===== config.mk =====
export PLATFORM = sky130hd
export DESIGN_NAME = muldiv_unit
export DESIGN_NICKNAME = d
export VERILOG_FILES = /design/src/rtl/muldiv_unit.sv
export SDC_FILE = /design/constraint.sdc
export NUM_CORES = 2
export LEC_CHECK = 0
export CAP_MARGIN = 20
export CORE_MARGIN = 2
export CORE_UTILIZATION = 25
export DETAILED_ROUTE_END_ITERATION = 10
export GPL_TIMING_DRIVEN = 0
export SETUP_SLACK_MARGIN = 0.1
export SLEW_MARGIN = 10
export SYNTH_ARGS = -nofsm -noshare
export SYNTH_HDL_FRONTEND = slang
export SYNTH_SLANG_ARGS = --single-unit

===== constraint.sdc =====
create_clock -name CLK -period 9 [get_ports CLK]
set_clock_uncertainty 0.15 [all_clocks]
set_input_delay 1.8 -clock CLK [delete_from_list [all_inputs] [get_ports CLK]]
set_output_delay 1.8 -clock CLK [all_outputs]
set_load 0.1 [all_outputs]

===== src/rtl/muldiv_unit.sv =====
// Multi-cycle RV32M multiply/divide unit: fixed-latency multiply, radix-2 restoring divide,
// start/busy/done handshake with flush and async active-low reset.
module muldiv_unit #(
  parameter int unsigned XLEN        = 32,
  parameter int unsigned MUL_LATENCY = 1
) (
  input  logic            CLK,
  input  logic            RESET,
  input  logic            START,
  input  logic            FLUSH,
  input  logic [2:0]      OP,
  input  logic [XLEN-1:0] OPERAND_A,
  input  logic [XLEN-1:0] OPERAND_B,
  output logic            BUSY,
  output logic            DONE,
  output logic [XLEN-1:0] RESULT
);

  localparam int unsigned CNT_W = $clog2(XLEN + 1);
  localparam int unsigned PW    = 2 * XLEN;

  typedef enum logic [2:0] {S_IDLE, S_MUL, S_DIV, S_FIXUP, S_DONE} state_t;

  state_t            state_q, state_d;
  logic [CNT_W-1:0]  cnt_q, cnt_d;
  logic [1:0]        op_q, op_d;
  logic [XLEN-1:0]   a_q, a_d, b_q, b_d;
  logic [XLEN-1:0]   quot_q, quot_d, rem_q, rem_d, dvs_q, dvs_d;
  logic              neg_quo_q, neg_quo_d, neg_rem_q, neg_rem_d;
  logic              busy_d, done_d;
  logic [XLEN-1:0]   result_d;

  logic              is_signed, a_neg, b_neg, div_zero, div_ovf;
  logic [XLEN-1:0]   a_mag, b_mag;
  logic signed [XLEN:0] mul_a, mul_b;
  logic [PW-1:0]     prod;
  logic [XLEN-1:0]   mul_res;
  logic [XLEN:0]     rem_sh, diff;

  // Operand classification for an accepted divide
  always_comb begin
    is_signed = ~OP[0];
    a_neg     = is_signed & OPERAND_A[XLEN-1];
    b_neg     = is_signed & OPERAND_B[XLEN-1];
    a_mag     = a_neg ? -OPERAND_A : OPERAND_A;
    b_mag     = b_neg ? -OPERAND_B : OPERAND_B;
    div_zero  = (OPERAND_B == '0);
    div_ovf   = is_signed && (OPERAND_A == {1'b1, {(XLEN-1){1'b0}}}) && (OPERAND_B == '1);
  end

  // Multiply datapath on latched operands; high half for MULH*, low half for MUL
  always_comb begin
    mul_a   = $signed({(op_q != 2'b11) & a_q[XLEN-1], a_q});
    mul_b   = $signed({~op_q[1] & b_q[XLEN-1], b_q});
    prod    = PW'(mul_a) * PW'(mul_b);
    mul_res = (op_q == 2'b00) ? prod[XLEN-1:0] : prod[PW-1:XLEN];
  end

  // One restoring-division step
  always_comb begin
    rem_sh = {rem_q, quot_q[XLEN-1]};
    diff   = rem_sh - {1'b0, dvs_q};
  end

  always_comb begin
    state_d   = state_q;
    cnt_d     = cnt_q;
    op_d      = op_q;
    a_d       = a_q;
    b_d       = b_q;
    quot_d    = quot_q;
    rem_d     = rem_q;
    dvs_d     = dvs_q;
    neg_quo_d = neg_quo_q;
    neg_rem_d = neg_rem_q;
    result_d  = RESULT;

    if (FLUSH) begin
      state_d = S_IDLE;
    end else begin
      unique case (state_q)
        S_IDLE, S_DONE: begin
          state_d = S_IDLE;
          if (START) begin
            op_d  = OP[1:0];
            a_d   = OPERAND_A;
            b_d   = OPERAND_B;
            cnt_d = '0;
            if (!OP[2]) begin
              state_d = S_MUL;
            end else if (div_zero) begin
              // Special cases skip iteration and resolve in FIXUP with no sign change
              state_d   = S_FIXUP;
              quot_d    = '1;
              rem_d     = OPERAND_A;
              neg_quo_d = 1'b0;
              neg_rem_d = 1'b0;
            end else if (div_ovf) begin
              state_d   = S_FIXUP;
              quot_d    = OPERAND_A;
              rem_d     = '0;
              neg_quo_d = 1'b0;
              neg_rem_d = 1'b0;
            end else begin
              state_d   = S_DIV;
              quot_d    = a_mag;
              rem_d     = '0;
              dvs_d     = b_mag;
              neg_quo_d = a_neg ^ b_neg;
              neg_rem_d = a_neg;
            end
          end
        end
        S_MUL: begin
          if (cnt_q == CNT_W'(MUL_LATENCY - 1)) begin
            result_d = mul_res;
            state_d  = S_DONE;
          end else begin
            cnt_d = cnt_q + CNT_W'(1);
          end
        end
        S_DIV: begin
          if (diff[XLEN]) begin
            rem_d  = rem_sh[XLEN-1:0];
            quot_d = {quot_q[XLEN-2:0], 1'b0};
          end else begin
            rem_d  = diff[XLEN-1:0];
            quot_d = {quot_q[XLEN-2:0], 1'b1};
          end
          if (cnt_q == CNT_W'(XLEN - 1)) state_d = S_FIXUP;
          else                           cnt_d   = cnt_q + CNT_W'(1);
        end
        S_FIXUP: begin
          if (op_q[1]) result_d = neg_rem_q ? -rem_q : rem_q;
          else         result_d = neg_quo_q ? -quot_q : quot_q;
          state_d = S_DONE;
        end
        default: state_d = S_IDLE;
      endcase
    end

    busy_d = (state_d == S_MUL) || (state_d == S_DIV) || (state_d == S_FIXUP);
    done_d = (state_d == S_DONE);
  end

  always_ff @(posedge CLK or negedge RESET) begin
    if (!RESET) begin
      state_q   <= S_IDLE;
      cnt_q     <= '0;
      op_q      <= '0;
      a_q       <= '0;
      b_q       <= '0;
      quot_q    <= '0;
      rem_q     <= '0;
      dvs_q     <= '0;
      neg_quo_q <= 1'b0;
      neg_rem_q <= 1'b0;
      BUSY      <= 1'b0;
      DONE      <= 1'b0;
      RESULT    <= '0;
    end else begin
      state_q   <= state_d;
      cnt_q     <= cnt_d;
      op_q      <= op_d;
      a_q       <= a_d;
      b_q       <= b_d;
      quot_q    <= quot_d;
      rem_q     <= rem_d;
      dvs_q     <= dvs_d;
      neg_quo_q <= neg_quo_d;
      neg_rem_q <= neg_rem_d;
      BUSY      <= busy_d;
      DONE      <= done_d;
      RESULT    <= result_d;
    end
  end

endmodule


==> results.md <==
* Setup Viol. Count Final at 0
* Max Freq at roughly 110 MHz
* Crit path kind: flip-flop to flip-flop
* Crit path DAT at 9.07 ns
* Clk sinks at just over 200
* CTS root buf: clkbuf_16
* DR vias/cell at just under 5
* Placed inst area at between 0.05 and 0.06 mm^2
* Wirelength, routed at 214000 um
* Max transition margin at between 10% and 20%
* CP Data Required Time at 9.27 ns
* #FFs+latches synth at approximately 210
* Net count, final at 7396
* DRC Markers at 0
* Fraction of layout cells with a size suffix above 1 at roughly 7.2%
* Pin count of the biggest net entering global routing at between 90 and 100
* Antenna Nets Post-Route at 0
* Synth cell types at 73
* Post-DR wirelength/cell at approximately 25 um
* Core Area at 0.207 mm^2
* Fin crit share at 97.8%
* Slew @ Worst Pin at roughly 1.2 ns
* MaxCap Viol Count at 0
* Ys Warns at 0
* IO buf count at 100
* Syn_nets at a little over 7k
* WHS at between 0.3 and 0.4 ns
* Clk buf depth at 3
* Synth top area share at 43.5%
* Most instantiated cells after synthesis: 1152 x inv_1, 1126 x fa_1, 897 x nand2_1
* Number of fill cells at approximately 22k
* Syn Inst Count at between 5k and 6k
* Initial core utilization at between 20% and 30%
* Flop2flop setup slack at 0.20 ns
* Area Growth Syn to Fin at 11.8%
* GRT Total Usage at 20.2%
* Io pins at approximately 110
* Most frequent cell after synthesis: inv_1
* Die Width at 459 um
* Cell row count at roughly 170
* Cell Area, Synth at 0.0518 mm^2
* Die Y at 459 um
* DR vias at roughly 43k
* Min Tclk post-route at just under 9 ns
* Worst-path clk slew at 0.06 ns
* Number of global-route vias before repair at 44.6k
* RSZ-0062 raised after global routing: no
* Hold Path Class: flip-flop to flip-flop
* Die area at approximately 0.21 mm^2
* Dominant synthesized flop cell: dfrtp_1
* Synth area leaders: fa_1 43%, dfrtp_1 10%, inv_1 8.3%
* Hold Buf Count CTS at 0
* Final hold vios at 0
* Ys async rst share at 100%
* Final Cell Area at about 0.058 mm^2
* Final core utilization at between 20 and 30%
* Post-Syn Area per Cell at about 8.9 um^2
* Post-DP HPWL at between 150000 and 200000 um
* Iter 0 DRT Violations at between 3k and 4k
* Num CTS Buffers at 26
* Sequential area share after synthesis at 9.99%
* Initial antenna violation count at 25
* CTS H-tree lvls at 1
* Cell taking the most area after synthesis: fa_1
* Placer congestion estimate at approximately 1
* CP Capture Type: flip-flop
* Skew-Pair Late Insertion Delay at 0.56 ns
* First-pass GRT wire length at about 310000 um
* Number of flops mapped to enable cells by yosys at 0
* Crit Path Max Fanout at 10
* Drt first pass iters at 6
* Status: completed
* Slew Limit Fails at 0
* Worst setup SP type: flip-flop
* Total grt overflow at 0
* TritonCTS clock tree: built
[worst max-delay path, cell delays in order (launching register included)]
cell	delay, ns
dfrtp_2	0.62
buf_2	0.47
nand2_1	0.13
fa_1	0.49
inv_1	0.06
fa_1	0.49
fa_1	0.52
inv_1	0.05
fa_1	0.48
fa_1	0.53
inv_1	0.06
fa_1	0.48
fa_1	0.49
inv_1	0.05
fa_1	0.48
inv_1	0.04
ha_1	0.35
and2_1	0.22
and3_1	0.18
a32o_1	0.20
a311o_1	0.40
a311o_1	0.48
and3_1	0.24
o211a_1	0.24
or4_1	0.42
o211ai_1	0.18
o21ai_0	0.13
[worst paths after layout]
check                           from  cells past startpoint    endpoint
max                           b_q[8]                     26  RESULT[18]
min                        RESULT[2]                      2   RESULT[2]
max reg2reg                   b_q[8]                     26  RESULT[18]
min reg2reg                RESULT[2]                      2   RESULT[2]
max in group asynchronous      RESET                      3     b_q[21]
min in group asynchronous      RESET                      1     a_q[12]
[metrics by stage]
stage	TNS [ns]	setup slack, ns	std cells
2_1_floorplan	0	0.426	5820
3_3_place_gp	-673.73	-3.09	8624
3_5_place_dp	-40.31	-2.43	8630
4_1_cts	0	0.100	8669
5_1_grt	0	0.0537	8670
6_report	0	0.197	8677
[cell usage in the layout, fill, tap and decap left out, types with 34 or more instances in the layout]
cell	n
a21o_1	54
a21oi_1	205
a31oi_1	43
and2_1	374
clkbuf_1	136
clkbuf_2	92
clkbuf_4	39
clkdlybuf4s50_1	99
dfrtp_1	164
fa_1	1117
ha_1	245
inv_1	1147
mux2_2	71
nand2_1	897
nand3_1	34
nor2_1	193
nor3_1	48
o21ai_0	159
o31ai_1	39
xnor2_1	113
xor2_1	89
[flip-flops by register name (all words and copies together), names as in the netlist]
register / flops
BUSY: 1
DONE: 1
RESULT: 32
a_q: 32
b_q: 32
cnt_q: 6
dvs_q: 32
neg_quo_q: 1
neg_rem_q: 1
op_q: 2
quot_q: 32
rem_q: 32
state_q: 3
[logic make-up after synthesis]
family                   count (synthesis)  share of synthesized area [%]
adder cells (fa/ha/maj)               1377                           49.5
flip-flops                             207                           9.99
AND/OR/NAND/NOR                       1728                           15.5
multiplexers                            96                           2.03
AO/OA/AOI/OAI                          723                           8.68
buffers and inverters                 1484                           10.7
XOR/XNOR                               205                           3.46
[routing by layer]
| metal | track usage, % | routed length [um] |
|---|---|---|
| met5 | 0 | 110 |
| met4 | 9.60 | 12300 |
| met3 | 3.15 | 18800 |
| met2 | 31.4 | 95300 |
| met1 | 27.4 | 87900 |
[layout make-up]
cell class                 instances  area, um^2  area share, %
multi-input combinational       4129       41300           71.3
antenna                            8        20.0         0.0345
clock buffer                      34         721           1.24
buffer                           310        1510           2.61
clock inverter                    11         154          0.265
inverter                        1152        4340           7.48
tap                             2704        3380           5.84
sequential                       207        5260           9.08
timing repair buffer             122        1250           2.16
[what timing repair did]
action,4_1_cts,5_1_grt
resized for setup,227,219
endpoints found under the setup margin,32,26
setup buffers,8,8
pin swaps,2,8
Power is not shown: default switching activity piles up to over one toggle a cycle in this logic, so the estimate is an artifact.
